**src/rtl/sram_frame_loader.sv**
```systemverilog
`timescale 1ns/1ps
// sram_frame_loader
// Packs UART bytes (low byte first) into 16-bit words, buffers them in a
// 4-deep FIFO and writes them to consecutive SRAM word addresses from 0
// through the sram_ctrl handshake. Sets finish once TOTAL_WORDS are written.
// Optional feature macro: LOADER_CHECKSUM_EN (running 16-bit sum of words).
module sram_frame_loader #(
  parameter int unsigned TOTAL_WORDS = 524288,
  parameter int unsigned ADDR_W      = 19,
  parameter int unsigned WR_HOLD     = 2
) (
  input  logic              clk,
  input  logic              rst_n,
  input  logic              load_start,
  input  logic [7:0]        data_i,
  input  logic              receive_ack,
  output logic              sram_write_selec,
  output logic              sram_write_write,
  output logic              sram_write_read,
  output logic [15:0]       sram_write_data,
  output logic [ADDR_W-1:0] sram_write_addr,
  output logic              sram_write_finish,
  output logic [19:0]       sram_write_count,
  output logic              overflow,
  output logic [15:0]       checksum
);

  localparam int unsigned      HOLD_W    = (WR_HOLD > 1) ? $clog2(WR_HOLD) : 1;
  localparam logic [HOLD_W-1:0] HOLD_LAST = HOLD_W'(WR_HOLD - 1);
  localparam logic [20:0]       TOTAL     = 21'(TOTAL_WORDS);

  typedef enum logic [2:0] {
    S_IDLE, S_WAIT, S_SETUP, S_STROBE, S_RELEASE, S_DONE
  } state_t;

  state_t              state_q, state_d;
  logic [HOLD_W-1:0]   hold_q, hold_d;

  logic                have_lo_q;
  logic [7:0]          lo_q;

  logic [15:0]         mem_q [4];
  logic [1:0]          wr_ptr_q, rd_ptr_q;
  logic [2:0]          fill_q;
  logic                overflow_q;

  logic [15:0]         data_q;
  logic [ADDR_W-1:0]   addr_q;
  logic [19:0]         count_q;

  logic                accept, push, do_push, pop, word_done, last_word;
  logic                fifo_empty, fifo_full;

  assign fifo_empty = (fill_q == 3'd0);
  assign fifo_full  = (fill_q == 3'd4);
  assign accept     = load_start && receive_ack && (state_q != S_DONE);
  assign push       = accept && have_lo_q;
  // A pop on the same edge frees the slot, so a full FIFO still takes the word.
  assign do_push    = push && (!fifo_full || pop);
  assign last_word  = (({1'b0, count_q} + 21'd1) == TOTAL);

  // Write FSM next-state, pop request and word-completion pulse.
  always_comb begin
    state_d   = state_q;
    hold_d    = hold_q;
    pop       = 1'b0;
    word_done = 1'b0;
    if (!load_start) begin
      state_d = S_IDLE;
      hold_d  = '0;
    end else begin
      case (state_q)
        S_IDLE: state_d = S_WAIT;
        S_WAIT: begin
          if (!fifo_empty) begin
            pop     = 1'b1;
            state_d = S_SETUP;
          end
        end
        S_SETUP: begin
          state_d = S_STROBE;
          hold_d  = '0;
        end
        S_STROBE: begin
          if (hold_q == HOLD_LAST) state_d = S_RELEASE;
          else                     hold_d  = hold_q + 1'b1;
        end
        S_RELEASE: begin
          word_done = 1'b1;
          state_d   = last_word ? S_DONE : S_WAIT;
        end
        S_DONE:  state_d = S_DONE;
        default: state_d = S_IDLE;
      endcase
    end
  end

  // FSM state and strobe-hold counter registers.
  always_ff @(posedge clk) begin
    if (!rst_n) begin
      state_q <= S_IDLE;
      hold_q  <= '0;
    end else begin
      state_q <= state_d;
      hold_q  <= hold_d;
    end
  end

  // Byte packer: first byte held as low half, second byte completes the word.
  always_ff @(posedge clk) begin
    if (!rst_n || !load_start) begin
      have_lo_q <= 1'b0;
      lo_q      <= '0;
    end else if (accept) begin
      if (have_lo_q) begin
        have_lo_q <= 1'b0;
      end else begin
        have_lo_q <= 1'b1;
        lo_q      <= data_i;
      end
    end
  end

  // FIFO storage; contents are don't-care while empty, so no reset needed.
  always_ff @(posedge clk) begin
    if (do_push) mem_q[wr_ptr_q] <= {data_i, lo_q};
  end

  // FIFO pointers, occupancy and sticky overflow flag.
  always_ff @(posedge clk) begin
    if (!rst_n || !load_start) begin
      wr_ptr_q   <= '0;
      rd_ptr_q   <= '0;
      fill_q     <= '0;
      overflow_q <= 1'b0;
    end else begin
      if (do_push) wr_ptr_q <= wr_ptr_q + 2'd1;
      if (pop)     rd_ptr_q <= rd_ptr_q + 2'd1;
      fill_q <= fill_q + {2'b00, do_push} - {2'b00, pop};
      if (push && fifo_full && !pop) overflow_q <= 1'b1;
    end
  end

  // Write datapath: word latched on pop, address/count advance after RELEASE.
  always_ff @(posedge clk) begin
    if (!rst_n || !load_start) begin
      data_q  <= '0;
      addr_q  <= '0;
      count_q <= '0;
    end else begin
      if (pop) data_q <= mem_q[rd_ptr_q];
      if (word_done) begin
        addr_q  <= addr_q + 1'b1;
        count_q <= count_q + 20'd1;
      end
    end
  end

`ifdef LOADER_CHECKSUM_EN
  logic [15:0] checksum_q;

  // Running modulo-2^16 sum of every word written.
  always_ff @(posedge clk) begin
    if (!rst_n || !load_start) checksum_q <= '0;
    else if (word_done)        checksum_q <= checksum_q + data_q;
  end

  assign checksum = checksum_q;
`else
  assign checksum = '0;
`endif

  assign sram_write_selec  = (state_q == S_SETUP) || (state_q == S_STROBE) ||
                             (state_q == S_RELEASE);
  assign sram_write_write  = (state_q == S_STROBE);
  assign sram_write_read   = 1'b0;
  assign sram_write_finish = (state_q == S_DONE);
  assign sram_write_data   = data_q;
  assign sram_write_addr   = addr_q;
  assign sram_write_count  = count_q;
  assign overflow          = overflow_q;

endmodule

```
**config.mk**
```make
export PLATFORM = sky130hd
export DESIGN_NAME = sram_frame_loader
export DESIGN_NICKNAME = d
export VERILOG_FILES = /design/src/rtl/sram_frame_loader.sv
export SDC_FILE = /design/constraint.sdc
export NUM_CORES = 1
export LEC_CHECK = 0
export ABC_AREA = 0
export CAP_MARGIN = 5
export CORE_ASPECT_RATIO = 0.75
export CORE_UTILIZATION = 54
export DETAILED_ROUTE_END_ITERATION = 7
export GPL_ROUTABILITY_DRIVEN = 0
export PLACE_DENSITY = 0.9
export REMOVE_ABC_BUFFERS = 1
export SYNTH_ARGS = -nofsm -noshare
export SYNTH_HDL_FRONTEND = slang
export SYNTH_SLANG_ARGS = --single-unit
```
**constraint.sdc**
```tcl
create_clock -name clk -period 3.2 [get_ports clk]
set_clock_uncertainty 0.1 [all_clocks]
set_input_delay 0.32 -clock clk [delete_from_list [all_inputs] [get_ports clk]]
set_output_delay 0.32 -clock clk [all_outputs]
set_load 0.1 [all_outputs]
```
==> flow_summary.toml <==
[hold_path]
min-delay-start = "sram_write_data[7]"
whs_path_depth = 2
hold_path_end = "sram_write_data[7]"
hold_class = "flop to flop"

[global_routing]
grt_pass1_vias = 4039
antenna_found_initial = 0
grt_max_degree = 74
busiest_layer = "met2"
grtUsageMet3 = 0.06829
grt_overflow_total = 0
grt.total_usage = 0.2315
met1_usage = 0.2949
grt_pass1_wl_mm = 19.85
grt_use_met2 = 0.3653

[logic_synthesis]
ys_warn_count = 0
synth_xor_area_frac = 0.06699
syn_area_um2 = 6015
synth_edf_count = 64
synthSimpleGateAreaFrac = 0.1720
synth_seq_cells = 140
async_reset_ff_frac = 0
synth_top_family_by_area = "simple AND/OR/NAND/NOR gates"
yosysUniqueCellTypes = 51
syn_avg_cell_area_um2 = 11.48
synth_compound_area_frac = 0.04389
syn_inst = 524
synthMuxAreaShare = 0.07489
ys_seq_area_frac = 0.5725
synth_ff_type = "dfxtp_1"
synthAdderAreaFrac = 0.02205

[floorplanning]
die_w_um = 123.9
core.rowCount = 32
num_io_pins = 88
die_h_um = 93.40
die_area_um2 = 11570
fp.coreArea_um2 = 10570
initial_core_util = 0.5690

[timing]
rsz0062_at_grt = "false"
tightest_slew_ns = 0.9894
fmax_mhz = 339.1
min_period_ns = 2.949
tns_ns = 0
final.setup.worst_slack_ns = 0.2506
hold_violations = 0
finalCritPeriodShare = 0.9217
final_max_slew_viol_count = 0
max_slew_margin = 0.3384
setup_viol = 0

[setup_path]
crit_path_cell_trace = "nor2b_1 > nand2_1 > and3_1 > and3_1 > inv_1 > ha_1 > inv_1 > ha_1 > fa_1 > xnor2_1 > xnor2_1 > nor2_1"
rrSetupSlack_ns = 0.25
startpoint_type = "flop"
critPathArrivalTime_ns = 3.11
slowest_delay_ns = 0.55
r2r-end = "fill_q[2]"
reg2reg_depth = 12
r2r-start = "state_q[1]"
crit_type = "flop to flop"
crit_slowest_cell = "dfxtp_1"
critPathCaptureType = "flop"
crit_fanout = 11
worstPathRequired_ns = 3.36

[clock_tree]
cts_sinks = 140
tritoncts = "built"
cts-resized-gates = 0
post_cts_buffers = 0
h-tree-depth = 4
cts_buffers = 17
clock_latency_ns = 0.42
clk_pin_slew_ns = 0.06
root_buffer = "clkbuf_16"
cts_max_path_buffers = 2
cts_hold_buf = 0

[status]
outcome = "finished, final reports clean"

[power_and_ir_drop]
max-vdd-ir-drop_uv = 476.9
report.power.total_w = 0.004155
power_density_nw_per_um2 = 562.3
cellLeakagePower_nw = 2.677

[routing]
drt_iter0_drc = 309
vias_per_cell = 5.527
dr.pass1.iters = 5
drc_errors = 0
drtAntennaViolNets = 0
wl_per_cell_um = 16.48
routed_wl_mm = 12.31
via_count = 4129

[job]
cap_violations = 0

[layout]
drive_above_1_share = 0.1653
nets = 620
final_cell_mix = "dfxtp_1 (76), nand2_1 (68), edfxtp_1 (64), nor2_1 (58), clkdlybuf4s50_1 (42)"
utilization = 0.6990
multi_input_area_um2 = 2351
fillers = 720
finalNonFillerCells = 747
final_common_cell = "dfxtp_1"
n_antenna_cell = 0
syn_to_final_growth_pct = 22.84
final-seq-area_um2 = 3443

[placement]
place_ws_ns = 0.2698
dp.cells = 715
dp_hpwl_mm = 7.951
numPortBuffers = 70
worst max-delay path by stage:
stage / to / startpoint / slack [ns] / depth (start not counted)
2_1_floorplan: state_q[2] / sram_write_count[0] / 0.26 / 7
3_3_place_gp: fill_q[2] / load_start / 0.39 / 11
3_5_place_dp: fill_q[2] / load_start / 0.27 / 11
4_1_cts: fill_q[2] / state_q[1] / 0.26 / 12
5_1_grt: fill_q[2] / state_q[1] / 0.15 / 12
6_report: fill_q[2] / state_q[1] / 0.25 / 12
critical path: cells and delay by family, from the launching register on:
kind	cells	cell delay, ns
xor gates and xnor gates	2	0.43
adders and majority gates	3	0.87
buffers and inverters	2	0.11
DFF	1	0.55
and+or+nand+nor	5	0.73
cell families after synthesis:
group           after synthesis
fa+ha+maj                    10
flops                       140
buf+inv                      53
other cells                   1
mux                          25
simple gates                206
compound gates               43
xor+xnor                     46
per-stage QoR:
stage | hold slack, ns | cell area (um2)
floorplan | 0.3189 | 5833
global placement | 0.3437 | 6719
detailed placement | 0.3487 | 6719
CTS | 0.3574 | 7388
global route | 0.3715 | 7388
finish | 0.3556 | 7388
sequential cells by signal (all words and copies together), names as in the netlist:
name              flops
mem_q                64
sram_write_count     20
sram_write_addr      19
sram_write_data      16
lo_q                  8
fill_q                3
state_q               3
rd_ptr_q              2
wr_ptr_q              2
have_lo_q             1
hold_q                1
overflow              1
final cells by class:
cell class	instances	area share
Clock buffer	25	0.08027
Sequential cell	140	0.4660
Tap cell	136	0.02303
Inverter	11	0.005588
Multi-Input combinational cell	347	0.3182
Clock inverter	7	0.01033
Timing Repair Buffer	81	0.09653
Yosys cell counts (4+ instances only):
cell type	instances	share of area
xor2_1	26	0.038
buf_4	19	0.024
ha_1	9	0.019
mux4_2	16	0.060
or3_1	5	0.0052
edfxtp_1	64	0.32
inv_1	9	0.0056
nor2b_1	5	0.0052
xnor2_1	20	0.029
clkbuf_1	11	0.0069
nand3_1	14	0.012
nor2_1	58	0.036
mux2i_1	9	0.015
o21ai_0	4	0.0033
nand4_1	9	0.0094
dfxtp_1	76	0.25
and4_1	5	0.0073
a21oi_1	24	0.020
buf_2	9	0.0075
nand2_1	69	0.043
and2_1	7	0.0073
and3_1	12	0.012
nor3_1	7	0.0058
per-layer routing:
layer,vias up,part of all wire
met2,155,0.50
met1,2005,0.43
met5,-,0
met4,0,0.013
met3,15,0.062
li1,1954,-
where the power goes:
group | internal, W | switching, W | total, W
logic | 0.0000243 | 0.000123 | 0.000147
registers | 0.00187 | 0.00000547 | 0.00187
clock network | 0.00138 | 0.000751 | 0.00213
No activity file was read; power rests on OpenSTA's default activity.
